[src/rtl/multicycle_ctrl_pkg.sv]
// multicycle_ctrl_pkg: shared state codes, opcodes and datapath select encodings
package multicycle_ctrl_pkg;

    typedef logic [3:0] state_t;

    localparam state_t S_FETCH  = 4'd0;
    localparam state_t S_DECODE = 4'd1;
    localparam state_t S_MEMADR = 4'd2;
    localparam state_t S_MEMRD  = 4'd3;
    localparam state_t S_MEMWB  = 4'd4;
    localparam state_t S_MEMWR  = 4'd5;
    localparam state_t S_EXEC   = 4'd6;
    localparam state_t S_ALUWB  = 4'd7;
    localparam state_t S_BRANCH = 4'd8;
    localparam state_t S_JUMP   = 4'd9;

    localparam logic [5:0] OP_RTYPE = 6'b000000;
    localparam logic [5:0] OP_LW    = 6'b100011;
    localparam logic [5:0] OP_SW    = 6'b101011;
    localparam logic [5:0] OP_BEQ   = 6'b000100;
    localparam logic [5:0] OP_BNE   = 6'b000101;
    localparam logic [5:0] OP_J     = 6'b000010;

    localparam logic [2:0] ALUOP_ADD   = 3'b000;
    localparam logic [2:0] ALUOP_SUB   = 3'b001;
    localparam logic [2:0] ALUOP_FUNCT = 3'b010;

    localparam logic [1:0] ASB_REGB   = 2'b00;
    localparam logic [1:0] ASB_FOUR   = 2'b01;
    localparam logic [1:0] ASB_IMM    = 2'b10;
    localparam logic [1:0] ASB_IMM_SH = 2'b11;

    localparam logic [1:0] PCS_ALU    = 2'b00;
    localparam logic [1:0] PCS_ALUOUT = 2'b01;
    localparam logic [1:0] PCS_JUMP   = 2'b10;

endpackage

[src/rtl/multicycle_ctrl_perf.sv]
// multicycle_ctrl_perf: free-running cycle and retired-instruction counters
module multicycle_ctrl_perf
    import multicycle_ctrl_pkg::*;
(
    input  logic        clock,
    input  logic        reset_n,
    input  logic        enter_fetch,
    output logic [31:0] cycle_count,
    output logic [31:0] instr_count
);

    logic [31:0] cycle_q, instr_q;

    // count every live cycle and every return to FETCH; both wrap naturally
    always_ff @(posedge clock) begin
        if (!reset_n) begin
            cycle_q <= '0;
            instr_q <= '0;
        end else begin
            cycle_q <= cycle_q + 32'd1;
            instr_q <= instr_q + {31'd0, enter_fetch};
        end
    end

    assign cycle_count = cycle_q;
    assign instr_count = instr_q;

endmodule

[src/rtl/multicycle_ctrl.sv]
// multicycle_ctrl: MIPS multicycle control FSM (optional counters via MULTICYCLE_CTRL_PERF_EN)
module multicycle_ctrl
    import multicycle_ctrl_pkg::*;
(
    input  logic        clock,
    input  logic        reset_n,
    input  logic [5:0]  opcode,
    input  logic        zero,
    input  logic        mem_ready,
    output logic        pc_en,
    output logic        iord,
    output logic        memread,
    output logic        memwrite,
    output logic        irwrite,
    output logic        regdst,
    output logic        memtoreg,
    output logic        regwrite,
    output logic        alusrca,
    output logic [1:0]  alusrcb,
    output logic [2:0]  aluop,
    output logic [1:0]  pcsource,
    output logic        illegal
`ifdef MULTICYCLE_CTRL_PERF_EN
    ,
    output logic [31:0] cycle_count,
    output logic [31:0] instr_count
`endif
);

    state_t state_q, state_d;
    logic   pc_en_c, irwrite_c, regwrite_c, memread_c, memwrite_c, illegal_c;

    wire is_mem = (opcode == OP_LW) || (opcode == OP_SW);
    wire is_br  = (opcode == OP_BEQ) || (opcode == OP_BNE);
    wire is_r   = opcode == OP_RTYPE;
    wire is_j   = opcode == OP_J;

    // state register; reset wins over any pending transition
    always_ff @(posedge clock) begin
        if (!reset_n) state_q <= S_FETCH;
        else          state_q <= state_d;
    end

    // next state, Moore selects and ungated Mealy enables
    always_comb begin
        state_d    = state_q;
        pc_en_c    = 1'b0;
        irwrite_c  = 1'b0;
        regwrite_c = 1'b0;
        memread_c  = 1'b0;
        memwrite_c = 1'b0;
        illegal_c  = 1'b0;
        iord       = 1'b0;
        regdst     = 1'b0;
        memtoreg   = 1'b0;
        alusrca    = 1'b0;
        alusrcb    = ASB_REGB;
        aluop      = ALUOP_ADD;
        pcsource   = PCS_ALU;
        case (state_q)
            S_FETCH: begin
                memread_c = 1'b1;
                alusrcb   = ASB_FOUR;
                irwrite_c = mem_ready;
                pc_en_c   = mem_ready;
                state_d   = mem_ready ? S_DECODE : S_FETCH;
            end
            S_DECODE: begin
                alusrcb   = ASB_IMM_SH;
                illegal_c = !(is_mem || is_r || is_br || is_j);
                state_d   = is_mem ? S_MEMADR : is_r ? S_EXEC : is_br ? S_BRANCH : is_j ? S_JUMP : S_FETCH;
            end
            S_MEMADR: begin
                alusrca = 1'b1;
                alusrcb = ASB_IMM;
                state_d = (opcode == OP_LW) ? S_MEMRD : S_MEMWR;
            end
            S_MEMRD: begin
                iord      = 1'b1;
                memread_c = 1'b1;
                state_d   = mem_ready ? S_MEMWB : S_MEMRD;
            end
            S_MEMWB: begin
                memtoreg   = 1'b1;
                regwrite_c = 1'b1;
                state_d    = S_FETCH;
            end
            S_MEMWR: begin
                iord       = 1'b1;
                memwrite_c = 1'b1;
                state_d    = mem_ready ? S_FETCH : S_MEMWR;
            end
            S_EXEC: begin
                alusrca = 1'b1;
                aluop   = ALUOP_FUNCT;
                state_d = S_ALUWB;
            end
            S_ALUWB: begin
                regdst     = 1'b1;
                regwrite_c = 1'b1;
                state_d    = S_FETCH;
            end
            S_BRANCH: begin
                alusrca  = 1'b1;
                aluop    = ALUOP_SUB;
                pcsource = PCS_ALUOUT;
                pc_en_c  = ((opcode == OP_BEQ) && zero) || ((opcode == OP_BNE) && !zero);
                state_d  = S_FETCH;
            end
            S_JUMP: begin
                pcsource = PCS_JUMP;
                pc_en_c  = 1'b1;
                state_d  = S_FETCH;
            end
            default: state_d = S_FETCH;
        endcase
    end

    assign pc_en    = reset_n & pc_en_c;
    assign irwrite  = reset_n & irwrite_c;
    assign regwrite = reset_n & regwrite_c;
    assign memread  = reset_n & memread_c;
    assign memwrite = reset_n & memwrite_c;
    assign illegal  = reset_n & illegal_c;

`ifdef MULTICYCLE_CTRL_PERF_EN
    multicycle_ctrl_perf u_perf (
        .clock       (clock),
        .reset_n     (reset_n),
        .enter_fetch ((state_q != S_FETCH) && (state_d == S_FETCH)),
        .cycle_count (cycle_count),
        .instr_count (instr_count)
    );
`endif

endmodule

[config.mk]
export PLATFORM = sky130hd
export DESIGN_NAME = multicycle_ctrl
export DESIGN_NICKNAME = d
export VERILOG_FILES = /design/src/rtl/multicycle_ctrl_pkg.sv /design/src/rtl/multicycle_ctrl_perf.sv /design/src/rtl/multicycle_ctrl.sv
export SDC_FILE = /design/constraint.sdc
export NUM_CORES = 1
export LEC_CHECK = 0
export CORE_MARGIN = 1.5
export CORE_UTILIZATION = 35
export CTS_CLUSTER_SIZE = 25
export DETAILED_ROUTE_END_ITERATION = 7
export PLACE_DENSITY = 0.74
export SYNTH_ARGS = -nofsm -noshare
export SYNTH_HDL_FRONTEND = slang
export SYNTH_HIERARCHICAL = 1
export SYNTH_SLANG_ARGS = --single-unit
[constraint.sdc]
create_clock -name clock -period 1.4 [get_ports clock]
set_clock_uncertainty 0.15 [all_clocks]
set_input_delay 0.21 -clock clock [delete_from_list [all_inputs] [get_ports clock]]
set_output_delay 0.21 -clock clock [all_outputs]
set_load 0.03 [all_outputs]
==> results of run 1 <==
## stage by stage
stage	hold slack (ns)	utilization (%)	cells
CTS	0.3275	90.65	154
detailed placement	0.5254	66.75	134
global placement	0.5104	66.75	134
floorplan	0.2264	-	75
## timing repair
item                                    CTS
pin swaps                                19
gates resized for setup                  81
buffers inserted                         19
endpoints found under the setup margin   20
## kinds of logic after synthesis
kind of cell | share of synthesized area [%]
XOR/XNOR | 4.851
AND/OR/NAND/NOR | 56.36
flip-flops | 14.78
AO/OA/AOI/OAI | 15.47
other | 0.6922
buffers and inverters | 7.852
==> flow_summary_export.csv, run 1 <==
group,metric,value,unit
synthesis,synth-async-reset-ratio,0,%
die,io-pin-count,27,
outcome,status,"did not finish",
synthesis,synthFlopType,"dfxtp_1",
synthesis,yosysMostFrequentCell,"nor2_1",
synthesis,synthDistinctLibCells,35,
cts,clock_sinks,4,
synthesis,synth_edf_count,0,
synthesis,yosys-top-cells-area,"dfxtp_1 15%, buf_4 6.9%, nor3_1 5.5%",
synthesis,synth_common_cells,"8 x nor2_1, 7 x nand2_1, 6 x nor3_1",
sta,crit_endpoint,"pc_en",
die,die_h,42.35,µm
die,die_w,42.35,µm
placement,dpl-instance-area,982.2,µm²
synthesis,synth_top_area_cell,"dfxtp_1",
synthesis,seq_area_frac_synth,14.78,%
placement,port_buffers,25,
cts,clockBufferDepth,2,
synthesis,syn_inst,75,
placement,gp_congestion,0.7439,
grt,grt_max_degree,13,
synthesis,synth.cell_area,541.8,µm²
cts,htreeDepth,1,
synthesis,synth_top_area_share,14.78,%
cts,ctsRootBufferMaster,"clkbuf_4",
synthesis,ys_warn_count,6,
placement,dp_hpwl,1.316,mm
placement,preCtsSetupSlack,-1.196,ns
die,std_cell_rows,14,
sta,endpoint_type,"output port",
outcome,lastStage,"global routing",
cts,cts_hold_buf,0,
grt,antenna_found_initial,0,
die,start_util,36.82,%
outcome,stop_error,"[ERROR DPL-0033] detailed placement checks failed during check placement.",
cts,numCtsBuffers,3,
synthesis,syn_avg_cell_area,7.224,µm²
synthesis,yosys_register_bits,4,
synthesis,synth_nets,85,
==> run 2, diff against run 1 <==
CORE_AREA = 2 2 63 65   (was default)
CORE_MARGIN = default   (was 1.5)
CORE_UTILIZATION = default   (was 35)
CTS_CLUSTER_SIZE = default   (was 25)
DIE_AREA = 0 0 65 67   (was default)
PLACE_DENSITY = default   (was 0.74)
PLACE_DENSITY_LB_ADDON = 0.15   (was default)
clock period = 1.8 ns   (was 1.4 ns; I/O delays follow)
==> flow_summary_export.csv, run 2 <==
group,metric,value,unit
sta,maxSlewViolCount,0,
synthesis,yosys-top-cells-area,"dfxtp_1 15%, buf_4 6.9%, nor3_1 5.5%",
routing,first_pass_iters,4,
synthesis,syn_inst,75,
setup_path,worstPathRequired,1.38,ns
power_and_ir_drop,switchingPower,113.0,µW
power_and_ir_drop,switching_share,26.83,%
cts,ctsRootBufferMaster,"clkbuf_8",
cts,cts_hold_buf,0,
synthesis,synth.cell_area,541.8,µm²
placement,port_buffers,25,
routing,vias_per_cell,4.250,
cells_and_area,diodes,0,
grt,grtUsageMet3,2.196,%
synthesis,yosysMostFrequentCell,"nor2_1",
routing,drc,0,
routing,wl,2.090,mm
cells_and_area,nFillCells,393,
setup_path,crit_fanout,4,
cts,clock_sinks,4,
grt,grt_pass1_vias,717,
synthesis,syn_avg_cell_area,7.224,µm²
cells_and_area,multi_input_comb_area,504.2,µm²
setup_path,end_kind,"output pin",
synthesis,yosys_register_bits,4,
power_and_ir_drop,p_clk_share,44.1,%
setup_path,crit_arrival,1.53,ns
sta,finalCritPeriodShare,108.2,%
synthesis,synth-async-reset-ratio,0,%
power_and_ir_drop,worst_ir_drop_vdd,0.0001565,V
setup_path,reg2reg_depth,6,
min_path,worstHoldPathType,"input port to flop",
synthesis,synth_edf_count,0,
die,std_cell_rows,22,
grt,grt_max_degree,16,
power_and_ir_drop,p_per_area,341.8,nW/µm²
cts,clk_pin_slew,0.03,ns
power_and_ir_drop,pwr-share-seq,21.6,%
cts,clockBufferDepth,2,
min_path,whs_path_depth,6,
cts,clkLatencyLatePin,0.21,ns
routing,drt_iter0_drc,21,
sta,finalSetupViolCount,3,
placement,preCtsSetupSlack,-0.9688,ns
grt,gr-max-usage-layer,"met2",
synthesis,synthFlopType,"dfxtp_1",
routing,avgRoutedWirePerCell,11.36,µm
synthesis,synthDistinctLibCells,35,
cts,numCtsBuffers,3,
die,start_util,15.02,%
grt,antenna_found_initial,0,
sta,rsz0062_at_grt,"true",
synthesis,synth_top_area_cell,"dfxtp_1",
cells_and_area,layout.nets,148,
cells_and_area,syn_to_final_growth,127.5,%
routing,postRouteAntennaNets,0,
cells_and_area,drive_gt1_share,62.50,%
synthesis,synth_common_cells,"8 x nor2_1, 7 x nand2_1, 6 x nor3_1",
run,maxCapViolations,0,
cells_and_area,reg.largest.list,"state_q (4)",
setup_path,critPathLaunchType,"flop",
outcome,violations,"setup timing",
power_and_ir_drop,leakage,0.0005334,µW
grt,grt_pass1_wl,3.153,mm
cts,cts_tree,"built",
power_and_ir_drop,power_frac_comb,34.2,%
die,die_w,65,µm
die,core,3606,µm²
power_and_ir_drop,total_power,421.3,µW
power_and_ir_drop,power.internal,308.3,µW
setup_path,worstSetupPathType,"flop to output pin",
sta,fmaxAchievable,513.3,MHz
die,fp.dieArea,4355,µm²
grt,use_met1,11.27,%
synthesis,synth_nets,85,
sta,post-route-min-period,1.948,ns
outcome,status,"finished with violations",
cells_and_area,largest_reg_flops,4,
synthesis,synth_top_area_share,14.78,%
die,die_h,67,µm
grt,grtUsageTotal,9.253,%
cells_and_area,final_cell_mix,"40 x buf_4, 15 x buf_6, 7 x nor2_1",
cells_and_area,regArea,86.33,µm²
synthesis,ys_warn_count,6,
sta,hold_viol,0,
cts,htreeDepth,1,
cells_and_area,largest-register,"state_q",
cells_and_area,final_common_cell,"buf_4",
synthesis,seq_area_frac_synth,14.78,%
sta,setup_slack,-0.1482,ns
grt,grt_overflow,0,
grt,grtUsageMet2,16.62,%
placement,dp_hpwl,1.416,mm
routing,vias,782,
die,io-pin-count,27,
placement,gp_congestion,0.7074,
run 2: cell counts after synthesis:
Identical to the previous run, type by type.
run 2: final cells by class:
class,count,share of cell area [%]
timing repair buffer,64,43.86
multi-input combinational,65,40.91
sequential,4,7.005
tap,48,4.873
clock buffer,3,3.350
run 2: kinds of logic (layout without fill, tap and decap cells):
| group | count (synthesis) | after routing | synth area share [%] |
|---|---|---|---|
| xor+xnor | 3 | 3 | 4.851 |
| flops | 4 | 4 | 14.78 |
| other cells | 1 | 1 | 0.6922 |
| buf+inv | 6 | 67 | 7.852 |
| compound gates | 12 | 12 | 15.47 |
| simple gates | 49 | 49 | 56.36 |
run 2: critical path, cell delays in order, from the launching register on:
cell and delay (ns):
dfxtp_2 0.31, buf_6 0.12, nor3b_2 0.17, a21oi_1 0.05, or3_1 0.33, a21boi_2 0.19, buf_6 0.15
run 2: routing by layer:
layer	vias up	share of wire, %
met4	0	0.43
met3	2	7.1
li1	393	-
met2	37	51
met1	350	41
met5	-	0
run 2: final timing paths:
| path | slack, ns | from | endpoint |
|---|---|---|---|
| max | -0.15 | state_q[0] | pc_en |
| max reg2reg | 0.07 | state_q[0] | state_q[0] |
| min | 0.43 | opcode[5] | state_q[3] |
| min reg2reg | 0.55 | state_q[2] | state_q[1] |
run 2: timing repair:
item                                   CTS  global route
buffers inserted                        12            10
pin swaps                                8            13
resized for setup                       35            20
setup endpoints to repair               11            14
endpoints found under the hold margin    0             0
cloned                                   0             1
run 2: stage by stage:
stage          util, %  hold slack, ns  TNS [ns]  instance area, µm²  instances
4_1_cts          30.22          0.4232   -0.7446                1090        175
2_1_floorplan        -          0.2940  -0.06323               563.0         75
3_5_place_dp     26.16          0.5632    -1.860               943.4        162
3_3_place_gp     26.16          0.5651    -1.805               943.4        162
6_report         34.18          0.4282   -0.2725                1232        184
5_1_grt          34.18          0.4845   -0.5855                1232        184
run 2: power groups by stage:
stage	clock network (µW)	registers, µW	logic (µW)
floorplan	0	92.9	64.3
global placement	0	93.2	131
detailed placement	0	93.2	130
CTS	189	92.2	134
global route	200	91.1	156
finish	186	91.1	144
(Power assumes the default switching activity.)
